File: config.mk
export PLATFORM = sky130hd
export DESIGN_NAME = mac_seq_ctrl
export DESIGN_NICKNAME = d
export VERILOG_FILES = /design/src/rtl/mac_seq_ctrl.sv
export SDC_FILE = /design/constraint.sdc
export NUM_CORES = 1
export LEC_CHECK = 0
export ABC_AREA = 1
export BUFFER_PORTS_ARGS = -buffer_cell sky130_fd_sc_hd__buf_2
export CORE_UTILIZATION = 48
export CTS_CLUSTER_SIZE = 16
export DETAILED_ROUTE_END_ITERATION = 7
export HOLD_SLACK_MARGIN = 0.06
export PLACE_DENSITY = 0.93
export SYNTH_ARGS = -nofsm -noshare
export SYNTH_HDL_FRONTEND = slang
export SYNTH_SLANG_ARGS = --single-unit
File: constraint.sdc
create_clock -name clk -period 4.3 [get_ports clk]
set_clock_uncertainty 0.1 [all_clocks]
set_input_delay 1.075 -clock clk [delete_from_list [all_inputs] [get_ports clk]]
set_output_delay 1.075 -clock clk [all_outputs]
set_load 0.05 [all_outputs]
File: src/rtl/mac_seq_ctrl.sv
// mac_seq_ctrl -- sequencer for a bank of LANES MAC units fed from per-lane
// A-operand FIFOs and one shared B-operand FIFO.
//
// A job is CLEAR (one-cycle mac_clr), RUN (DEPTH lockstep reads across all
// lanes, stalling whenever any FIFO is empty), DRAIN (two cycles for the MAC
// multiply and accumulate registers), then DONE (one-cycle done pulse).
// With no stalls the done pulse arrives DEPTH+5 cycles after start is sampled.
//
// Optional feature, enabled by defining MAC_SEQ_CTRL_STALL_CNT_EN:
//   stall_cnt counts RUN cycles lost to empty FIFOs (saturating, cleared when
//   a new job is accepted). When the macro is undefined stall_cnt is tied to 0.

module mac_seq_ctrl #(
    parameter int LANES = 8,
    parameter int DEPTH = 8
) (
    input  logic             clk,
    input  logic             rst_n,
    input  logic             start,
    input  logic             abort,
    input  logic [LANES-1:0] a_empty,
    input  logic             b_empty,
    output logic [LANES-1:0] a_rden,
    output logic             b_rden,
    output logic             mac_en,
    output logic             mac_clr,
    output logic             busy,
    output logic             done,
    output logic [15:0]      stall_cnt
);

    // Issued-count wide enough to hold DEPTH itself.
    localparam int              CW      = $clog2(DEPTH + 1);
    localparam logic [CW-1:0]   DEPTH_C = CW'(DEPTH);

    localparam logic [2:0] S_IDLE  = 3'd0;
    localparam logic [2:0] S_CLEAR = 3'd1;
    localparam logic [2:0] S_RUN   = 3'd2;
    localparam logic [2:0] S_DRAIN = 3'd3;
    localparam logic [2:0] S_DONE  = 3'd4;

    logic [2:0]    state;
    logic [2:0]    state_nxt;
    logic [CW-1:0] issued;
    logic          drain_cnt;
    logic          fifo_ready;
    logic          all_issued;
    logic          run_issue;
    logic          abort_hit;
    logic          start_acc;

    // All lanes plus the shared B FIFO must have data; reads are all-or-nothing.
    assign fifo_ready = ~(|a_empty) & ~b_empty;
    assign all_issued = (issued == DEPTH_C);
    assign abort_hit  = abort && (state != S_IDLE);
    assign start_acc  = (state == S_IDLE) && start;

    // An abort cycle never reads, so a cancelled job leaves no orphan operands.
    assign run_issue  = (state == S_RUN) && !all_issued && fifo_ready && !abort;

    assign a_rden     = {LANES{run_issue}};
    assign b_rden     = run_issue;

    // Next-state selection; abort from any non-IDLE state overrides the normal flow.
    always_comb begin
        state_nxt = state;
        case (state)
            S_IDLE:  if (start) state_nxt = S_CLEAR;
            S_CLEAR: state_nxt = S_RUN;
            S_RUN:   if (all_issued) state_nxt = S_DRAIN;
            S_DRAIN: if (drain_cnt) state_nxt = S_DONE;
            S_DONE:  state_nxt = S_IDLE;
            default: state_nxt = S_IDLE;
        endcase
        if (abort_hit) begin
            state_nxt = S_IDLE;
        end
    end

    // State register.
    always_ff @(posedge clk or negedge rst_n) begin
        if (!rst_n) begin
            state <= S_IDLE;
        end else begin
            state <= state_nxt;
        end
    end

    // Issued-operand counter: cleared in CLEAR, advanced on every lockstep read.
    always_ff @(posedge clk or negedge rst_n) begin
        if (!rst_n) begin
            issued <= '0;
        end else if (state == S_CLEAR) begin
            issued <= '0;
        end else if (run_issue) begin
            issued <= issued + CW'(1);
        end
    end

    // Two-cycle DRAIN timer; idles at zero outside DRAIN.
    always_ff @(posedge clk or negedge rst_n) begin
        if (!rst_n) begin
            drain_cnt <= 1'b0;
        end else if (state == S_DRAIN) begin
            drain_cnt <= ~drain_cnt;
        end else begin
            drain_cnt <= 1'b0;
        end
    end

    // Registered outputs, aligned to the state they describe.
    // mac_en trails the read strobe by one cycle to match FIFO read latency.
    always_ff @(posedge clk or negedge rst_n) begin
        if (!rst_n) begin
            mac_en  <= 1'b0;
            mac_clr <= 1'b0;
            busy    <= 1'b0;
            done    <= 1'b0;
        end else begin
            mac_en  <= run_issue;
            mac_clr <= (state_nxt == S_CLEAR) || abort_hit;
            busy    <= (state_nxt != S_IDLE);
            done    <= (state_nxt == S_DONE);
        end
    end

`ifdef MAC_SEQ_CTRL_STALL_CNT_EN
    logic        run_stall;
    logic [15:0] stall_q;

    // A stall is a RUN cycle that still owes reads but cannot issue.
    assign run_stall = (state == S_RUN) && !all_issued && !fifo_ready;

    // Saturating stall counter, restarted when a new job is accepted.
    always_ff @(posedge clk or negedge rst_n) begin
        if (!rst_n) begin
            stall_q <= '0;
        end else if (start_acc) begin
            stall_q <= '0;
        end else if (run_stall && (stall_q != '1)) begin
            stall_q <= stall_q + 16'd1;
        end
    end

    assign stall_cnt = stall_q;
`else
    assign stall_cnt = '0;
`endif

endmodule

[After elaboration in Yosys (flattened, before gate mapping)]
Index checks and enable logic that the tools add are counted.
Word-level totals
  flip-flop bits (word level): 12
  bits in latches: 0
  RAM bits: 0
  memory bits (read-only): 0
  input port bits: 13
  logic and storage cells: 38
  memories: 0
Cells by class
  $add $sub $neg: 1
  $mul: 0
  divide/modulo/power cells: 0
  $lt $le $gt $ge: 0
  equality and inequality tests: 6
  shift-type cells: 0
  mux-type cells: 8
  bitwise logic cells: 4
  reductions and logical operators: 12
Operators with widths (count)
  $mux W3: 4
  $pmux W3 S4: 1
  $mux W4: 2
  $reduce_or A8 Y1: 1
  $eq A3 B1 Y1 const B: 2
  $eq A3 B2 Y1 const B: 2
  $reduce_bool A3 Y1: 2
  $add A4 B1 Y4 const B: 1
  $eq A4 B4 Y1 const B: 1
  $logic_and A1 B1 Y1: 4
  $eq A3 B3 Y1 const B: 1
  $logic_not A3 Y1: 1
  $not A1 Y1: 3
  $logic_not A1 Y1: 2
  $reduce_bool A2 Y1: 1
  $and A1 B1 Y1: 1
  $logic_or A1 B1 Y1: 1
  $mux W1: 1

[Longest topological paths before layout]
Gate-level depths: netlist of the first run.
  depth in word-level cells: 7
  depth in mapped cells: 9
  mapped depth without buffers: 9

[Worst setup path before layout of the first run]
OpenSTA, ideal clock, no wires.
  kind: input port to output port
  start: input port a_empty[3]
  end: output port a_rden[0]
  data arrival time: 2.246 ns
  data required time: 3.125 ns
  setup slack: 0.879 ns
  cell stages on the path: 6
  path buffers: 1
  path through: nor2_1 -> inv_1 -> nor2_2 -> nand3_2 -> inv_1 -> buf_4
On the way
  word-level cells in the longest chain between the ends: 5
Ends and longest elaborated chain
  start, declared: RTL line 21  | input logic [LANES-1:0] a_empty,
  $reduce_or A8 Y1: RTL line 53  | assign fifo_ready = ~(|a_empty) & ~b_empty;
  $not A1 Y1: RTL line 53
  $and A1 B1 Y1: RTL line 53
  $logic_and A1 B1 Y1 (2 in a row): RTL line 59  | assign run_issue = (state == S_RUN) && !all_issued && fifo_ready && !abort;
  end, declared: RTL line 23  | output logic [LANES-1:0] a_rden,
No other way between the ends.

[Worst setup path in the final report of the first run]
  start: input port a_empty[3]
  end: output port a_rden[3]
The elaborated chain is that of the path after synthesis.

==> results.cfg, run 1 <==
[run_status]
outcome = finished, violations left
violations = DRC

[floorplanning]
fp.dieH_um = 43.67
start_util_pct = 53.45
core_area_um2 = 1559
chipWidth_um = 43.67
die_area_um2 = 1907
io_pins = 42
rows = 14

[setup_path]
required_ps = 3120
crit_path_max_incr_delay_ps = 300
critical_path.cell_chain = buf_2, nor2_1, inv_1, nor2_2, nand3_2, inv_1, buf_2
cpMaxStageDelayCell = buf_2
startpoint = a_empty[3]
r2r_cells = 9
timing.rr.start = issued[0]$_DFFE_PN0P_
cp-end-kind = output port
crit-reg2reg-capture = issued[3]$_DFFE_PN0P_
cp-start-kind = primary input
path_max_fanout = 10
reg2reg_setup_slack_ps = 2870
arrival_ps = 2160
criticalPathCategory = primary input to output port
crit_path_end = a_rden[3]

[global_routing]
antenna_found_initial = 0
grt_usage_pct = 15.43
grt_pass1_vias = 545
globalRouteOverflowTotal = 0
grt_first_pass_wirelength_mm = 2.139
grt_max_degree = 13

[flow_run]
max-cap-violations = 0

[sta]
hold_ws_ps = 364.3
rsz0062_at_grt = no
setup_viol = 0
final.setup.tns_ps = 0
finalHoldViolCount = 0
slew_violations = 0
post-route-min-period_ps = 3332
fin_crit_sh_pct = 77.50
max_freq_ghz = 0.3001
worst_slack_ps = 967.5

[place]
place_congestion = 0.8112
hpwl_mm = 1.087
pre_cts_ws_ps = 971.5
numPortBuffers = 25

[routing]
drc_errors = 3
drtIter0Drc = 18
vias = 633
maxUsedRoutingLayer = met4
post_drt_wl_per_cell_um = 9.621
postRouteAntennaNets = 0
drt_pre_antenna_iters = 6
routed-wl-met3_um = 118
routed_wl_mm = 1.347
via_per_inst = 4.521
wl_met2_um = 632
drt-met1-wl_um = 586

[cells_and_area]
fillers = 149
areaGrowthSynthToFinish_pct = 6.907
nets = 140
final_common_cell = buf_2
layout_common_cells = buf_2, nand2_1, conb_1
layout-drive-gt1-share_pct = 33.87
ff_latch_area_um2 = 300.3
diodes = 0
multiInputGateArea_um2 = 352.8

[synth]
yosys_warnings = 0
synthAdderAreaFrac_pct = 3.003
synth_area_um2 = 833.3
seq_area_frac_synth_pct = 36.04
syn_inst = 104
yosys_register_bits = 12
synth_top_family_by_area = simple AND/OR/NAND/NOR gates
synth_cell_type_count = 17
synth_area_per_cell_um2 = 8.012
yosys.area_share.simple_pct = 30.93
synth-compound-area-share_pct = 1.201
synthMuxAreaShare_pct = 0
synth_xor_xnor_area_share_pct = 0

[clocking]
cts_resized = 0
post-cts-setup-buffers = 0
cts_tree = done
clock-sinks = 12
cts.clk_slew.worst_paths_ps = 70
cts_hold_buf = 0
insertion_delay_ps = 270
cts-root-buf = clkbuf_4
h-tree-depth = 1
cts_inserted_buffers = 3
clockBufferDepth = 2

[pwr]
p_total_w = 0.0004030
power.leakage_nw = 0.5563
ir_worst_vdd_uv = 324.3
cellPowerDensity_nw_per_um2 = 452.4

[worst_hold_path]
hold_class = register to register
where the power goes:
| part | internal, W | switching [W] | leakage, nW |
|---|---|---|---|
| clock | 0.0000514 | 0.0000361 | 0.0210 |
| sequential | 0.000134 | 0.0000141 | 0.161 |
| combinational | 0.0000388 | 0.000129 | 0.374 |
worst min-delay path by stage:
stage                                   start             endpoint  slack, ps  depth (start not counted)
after floorplan           drain_cnt$_DFF_PN0_  drain_cnt$_DFF_PN0_        330                          1
after global placement    drain_cnt$_DFF_PN0_  drain_cnt$_DFF_PN0_        340                          1
after detailed placement  drain_cnt$_DFF_PN0_  drain_cnt$_DFF_PN0_        360                          1
after CTS                 drain_cnt$_DFF_PN0_  drain_cnt$_DFF_PN0_        370                          1
after global routing      drain_cnt$_DFF_PN0_  drain_cnt$_DFF_PN0_        390                          1
final                     drain_cnt$_DFF_PN0_  drain_cnt$_DFF_PN0_        360                          1
synth_stat cells (all sizes together):
library cell | count | area (µm²)
nand2 | 16 | 60.06
dfrtp | 12 | 300.3
nand4 | 1 | 6.260
conb | 1 | 3.750
and3 | 1 | 6.260
o21ai | 2 | 10.01
inv | 15 | 56.31
nand3 | 11 | 87.59
nor3 | 1 | 5.000
ha | 2 | 25.02
nor2 | 18 | 92.58
buf | 24 | 180.2
cell families after synthesis:
| logic type | count (synthesis) |
|---|---|
| compound gates | 2 |
| fa+ha+maj | 2 |
| buf+inv | 39 |
| flops | 12 |
| other cells | 1 |
| simple gates | 48 |
worst max-delay path: cells and delay by family:
kind	cells	cell delay, ps
simple gates	3	430
buf+inv	4	650
metal layers:
metal,vias to the layer above,track usage (%)
li1,316,-
met1,277,17.25
met2,38,26.57
met3,2,2.917
met4,0,10.00
met5,-,0
state kept, by name, indices dropped and copies added, names as in the netlist:
name       cells
drain_cnt      1
issued         4
mac_en         1
done           1
mac_clr        1
state          3
busy           1
stage by stage:
stage / cells / utilization [%] / cell area, µm²
6_report: 140 / 57.14 / 890.9
5_1_grt: 140 / 57.14 / 890.9
4_1_cts: 140 / 57.14 / 890.9
3_5_place_dp: 136 / 54.82 / 854.6
3_3_place_gp: 136 / 54.82 / 854.6
2_1_floorplan: 119 / - / 889.6
cell type report:
class	count	area share [%]
multi-input combinational	68	39.61
sequential	12	33.71
inverter	15	6.320
tap	16	2.247
clock buffer	4	4.073
timing repair buffer	25	14.04
No activity file was read; power rests on OpenSTA's default activity.
==> run 2: changes to the inputs <==
- CORE_ASPECT_RATIO: unset -> 1.4
- CORE_UTILIZATION: 48 -> 40
- PLACE_DENSITY: 0.93 -> 0.83
- clock period: 4.3 -> 2.73 ns (I/O delays scaled with it)
==> run 2 against run 1 <==
Compared with the run above:
- the flow now finishes without violations
- register-to-register slack got worse by 1600 ps
- non-clock buffer count unchanged
- sequential power up 55%
- sequential share of layout area fell by 0.24 points
- die area rose by 19%
- clock-buffer cell count unchanged
- power up 54%
- sequential cell count unchanged
- first-iteration DRC count shrank 78%
- critical endpoint is now a_rden[5]
- largest cell class unchanged
- highest routed layer unchanged
==> results.cfg, run 2 (same netlist as run 1, synthesis figures left out) <==
[place]
hpwl_mm = 1.056
place_congestion = 0.7473
numPortBuffers = 25
place_inst = 141

[pwr]
ir_worst_vdd_uv = 456.8
p_total_w = 0.0006199
p_clk_share_pct = 21.8
pwr-share-comb_pct = 41.2
p_int_w = 0.0003523
swShare_pct = 43.16
switching_power_w = 0.0002676
p_seq_share_pct = 37.0
power.leakage_nw = 0.5563
cellPowerDensity_nw_per_um2 = 691.0

[setup_path]
required_ps = 1950
cpMaxStageDelayCell = buf_2
path_max_fanout = 10
critical_path.cell_chain = buf_2, nor2_1, inv_1, nor2_2, nand3_2, inv_1, buf_2
cp-end-kind = output port
crit_path_max_incr_delay_ps = 300
cp-start-kind = primary input
criticalPathCategory = primary input to output port
path_delay_family = buffers and inverters
arrival_ps = 1750
crit_buf_inv = 4

[clocking]
cts_resized = 0
cts_inserted_buffers = 3
cts-root-buf = clkbuf_4
cts.clk_slew.worst_paths_ps = 70
clockBufferDepth = 2
cts_hold_buf = 0
insertion_delay_ps = 260
clock-sinks = 12
h-tree-depth = 1
post-cts-setup-buffers = 0
cts_tree = done

[routing]
via_per_inst = 4.214
drtIter0Drc = 4
vias = 611
drc_errors = 0
drt_pre_antenna_iters = 4
routed_wl_mm = 1.235
postRouteAntennaNets = 0
post_drt_wl_per_cell_um = 8.517

[global_routing]
globalRouteOverflowTotal = 0
grt_pass1_vias = 535
antenna_found_initial = 0
grt_first_pass_wirelength_mm = 2.090
grt_max_degree = 13
grt_usage_pct = 13.39

[cells_and_area]
areaGrowthSynthToFinish_pct = 7.658
stdcell_count = 145
layout-drive-gt1-share_pct = 33.87
layout_common_cells = buf_2, nand2_1, conb_1
final_common_cell = buf_2
diodes = 0
reg_top3 = issued x4, state x3
nets = 140
largest_register_ff_count = 4
top_register = issued

[sta]
final.setup.tns_ps = 0
post-route-min-period_ps = 2531
finalHoldViolCount = 0
slew_violations = 0
rsz0062_at_grt = no
setup_viol = 0
fin_crit_sh_pct = 92.72
max_freq_ghz = 0.3951

[floorplanning]
start_util_pct = 42.23
die_area_um2 = 2272
rows = 19
io_pins = 42
chipWidth_um = 40.58
core_area_um2 = 1973
fp.dieH_um = 56.01

[flow_run]
max-cap-violations = 0

[run_status]
outcome = completed

[worst_hold_path]
hold_class = primary input to async pin
run 2: worst register-to-register path, delay by kind of cell (launching register included):
family | cells | cell delay (ps)
DFF | 1 | 380
adders and majority gates | 1 | 220
and+or+nand+nor | 4 | 510
buffers and inverters | 2 | 160
run 2: routing by layer:
layer,vias to the layer above,routed length (µm),track usage (%),share of wire [%]
met4,0,27,11.43,2.2
met5,-,0,0,0
met1,266,467,14.96,38
li1,317,-,-,-
met2,26,660,21.54,53
met3,2,80,0,6.5
run 2: per-stage QoR:
stage          area [µm²]  setup slack, ps  hold WS, ps  util (%)
6_report            897.1            198.9        173.6     45.47
5_1_grt             897.1            90.61        169.4     45.47
4_1_cts             897.1            182.5        169.9     45.47
3_5_place_dp        860.8            192.1        342.1     43.63
3_3_place_gp        860.8            230.2        342.0     43.63
2_1_floorplan       889.6            93.61        286.9         -
run 2: layout make-up:
| cell class | count | area [µm²] |
|---|---|---|
| Fill cell | 210 | 1076 |
| Inverter | 15 | 56.30 |
| Sequential cell | 12 | 300.3 |
| Tap cell | 21 | 26.28 |
| Timing Repair Buffer | 25 | 125.1 |
| Multi-Input combinational cell | 68 | 352.8 |
| Clock buffer | 4 | 36.28 |
run 2: worst paths after layout:
path / startpoint / end / slack, ps / cells past startpoint
max reg2reg: issued[0]$_DFFE_PN0P_ / issued[0]$_DFFE_PN0P_ / 1260 / 7
min: rst_n / state[0]$_DFF_PN0_ / 170 / 1
min reg2reg: drain_cnt$_DFF_PN0_ / drain_cnt$_DFF_PN0_ / 350 / 1
max in group asynchronous: rst_n / mac_en$_DFF_PN0_ / 2150 / 1
min in group clk: drain_cnt$_DFF_PN0_ / drain_cnt$_DFF_PN0_ / 350 / 1
max: a_empty[3] / a_rden[5] / 200 / 7
run 2: power groups by stage:
stage          clock [W]  sequential, W  combinational, W
2_1_floorplan          0       0.000288          0.000173
3_3_place_gp           0       0.000231          0.000254
3_5_place_dp           0       0.000233          0.000258
4_1_cts         0.000144       0.000229          0.000259
5_1_grt         0.000155       0.000234          0.000281
6_report        0.000135       0.000230          0.000255
==> run 3: changes to the inputs <==
- PLACE_DENSITY: 0.83 -> 0.86
==> run 3 against run 2 <==
Compared with the run above:
- sequential power grew 2%
- core utilization is the same
- power grew 1.5%
- critical endpoint unchanged
==> results.cfg, run 3 (same netlist as run 1, synthesis figures left out) <==
[flow_run]
max-cap-violations = 0

[floorplanning]
core_area_um2 = 1973
die_area_um2 = 2272
rows = 19
start_util_pct = 42.23
io_pins = 42
chipWidth_um = 40.58
fp.dieH_um = 56.01

[cells_and_area]
diodes = 0
reg_top3 = issued x4, state x3
fillers = 214
nets = 140
areaGrowthSynthToFinish_pct = 7.658
layout_common_cells = buf_2, nand2_1, conb_1
layout-drive-gt1-share_pct = 33.87
top_register = issued
largest_register_ff_count = 4
final_common_cell = buf_2
stdcell_count = 145

[place]
place_congestion = 0.7604
numPortBuffers = 25
hpwl_mm = 1.132
place_inst = 141

[global_routing]
grt_pass1_vias = 575
grt_first_pass_wirelength_mm = 2.125
antenna_found_initial = 0
grt_max_degree = 13
grt_usage_pct = 13.63
globalRouteOverflowTotal = 0

[sta]
fin_crit_sh_pct = 92.52
finalHoldViolCount = 0
post-route-min-period_ps = 2526
slew_violations = 0
rsz0062_at_grt = no
setup_viol = 0
final.setup.tns_ps = 0
max_freq_ghz = 0.3959

[routing]
drt_pre_antenna_iters = 4
postRouteAntennaNets = 0
post_drt_wl_per_cell_um = 9.172
vias = 652
drc_errors = 0
drtIter0Drc = 6
via_per_inst = 4.497
routed_wl_mm = 1.330

[pwr]
power.leakage_nw = 0.5563
cellPowerDensity_nw_per_um2 = 701.1
ir_worst_vdd_uv = 378.4

[setup_path]
arrival_ps = 1740
cp-start-kind = primary input
path_max_fanout = 10
required_ps = 1950
cp-end-kind = output port
criticalPathCategory = primary input to output port

[clocking]
insertion_delay_ps = 260
clockBufferDepth = 2
cts-root-buf = clkbuf_4
h-tree-depth = 1
cts_hold_buf = 0
cts.clk_slew.worst_paths_ps = 70
cts_inserted_buffers = 3
cts_resized = 0
post-cts-setup-buffers = 0
cts_tree = done
clock-sinks = 12

[run_status]
outcome = completed

[worst_hold_path]
hold_class = primary input to async pin
==> run 3: final cells by class <==
| cell class | count | area (µm²) | area share [%] |
|---|---|---|---|
| tap | 21 | 26.28 | 2.929 |
| sequential | 12 | 300.3 | 33.47 |
| timing repair buffer | 25 | 125.1 | 13.95 |
| clock buffer | 4 | 36.28 | 4.045 |
| inverter | 15 | 56.30 | 6.276 |
| multi-input combinational | 68 | 352.8 | 39.33 |
==> run 3: where the power goes <==
part	internal, W	leakage (nW)	total [W]	switching, W
clock network	0.0000809	0.0210	0.000134	0.0000535
logic	0.0000611	0.374	0.000261	0.000200
registers	0.000211	0.161	0.000234	0.0000233
total	0.000352	0.556	0.000629	0.000276
==> run 3: metrics by stage <==
step           total power [W]  setup slack, ps  hold WS (ps)  utilization, %  area, µm²
2_1_floorplan        0.0004613            93.61         286.9               -      889.6
3_3_place_gp         0.0004862            230.9         344.6           43.63      860.8
3_5_place_dp         0.0004985            192.6         351.6           43.63      860.8
4_1_cts              0.0006351            182.6         177.3           45.47      897.1
5_1_grt              0.0006750            83.25         171.9           45.47      897.1
6_report             0.0006289            204.2         175.7           45.47      897.1
==> run 3: metal layers <==
metal	wire length [µm]	vias up	GRT usage (%)
met5	0	-	0
met4	27	0	11.43
met3	110	2	0
met2	726	39	24.72
met1	465	296	12.11
li1	-	315	-
==> run 3: final timing paths <==
kind | start | end | slack (ps) | depth (start not counted)
setup / recovery | a_empty[0] | a_rden[5] | 200 | 7
hold / removal | rst_n | done$_DFF_PN0_ | 180 | 1
setup reg to reg | issued[0]$_DFFE_PN0P_ | issued[0]$_DFFE_PN0P_ | 1290 | 7
hold reg to reg | drain_cnt$_DFF_PN0_ | drain_cnt$_DFF_PN0_ | 360 | 1
max in group asynchronous | rst_n | issued[0]$_DFFE_PN0P_ | 2150 | 1
min in group clk | drain_cnt$_DFF_PN0_ | drain_cnt$_DFF_PN0_ | 360 | 1
==> run 3: worst max-delay path: stages <==
cell and delay, ps:
buf_2 90, nor2_1 150, nand2_1 90, nor2_2 120, nand3_2 110, inv_1 180
buf_2 300
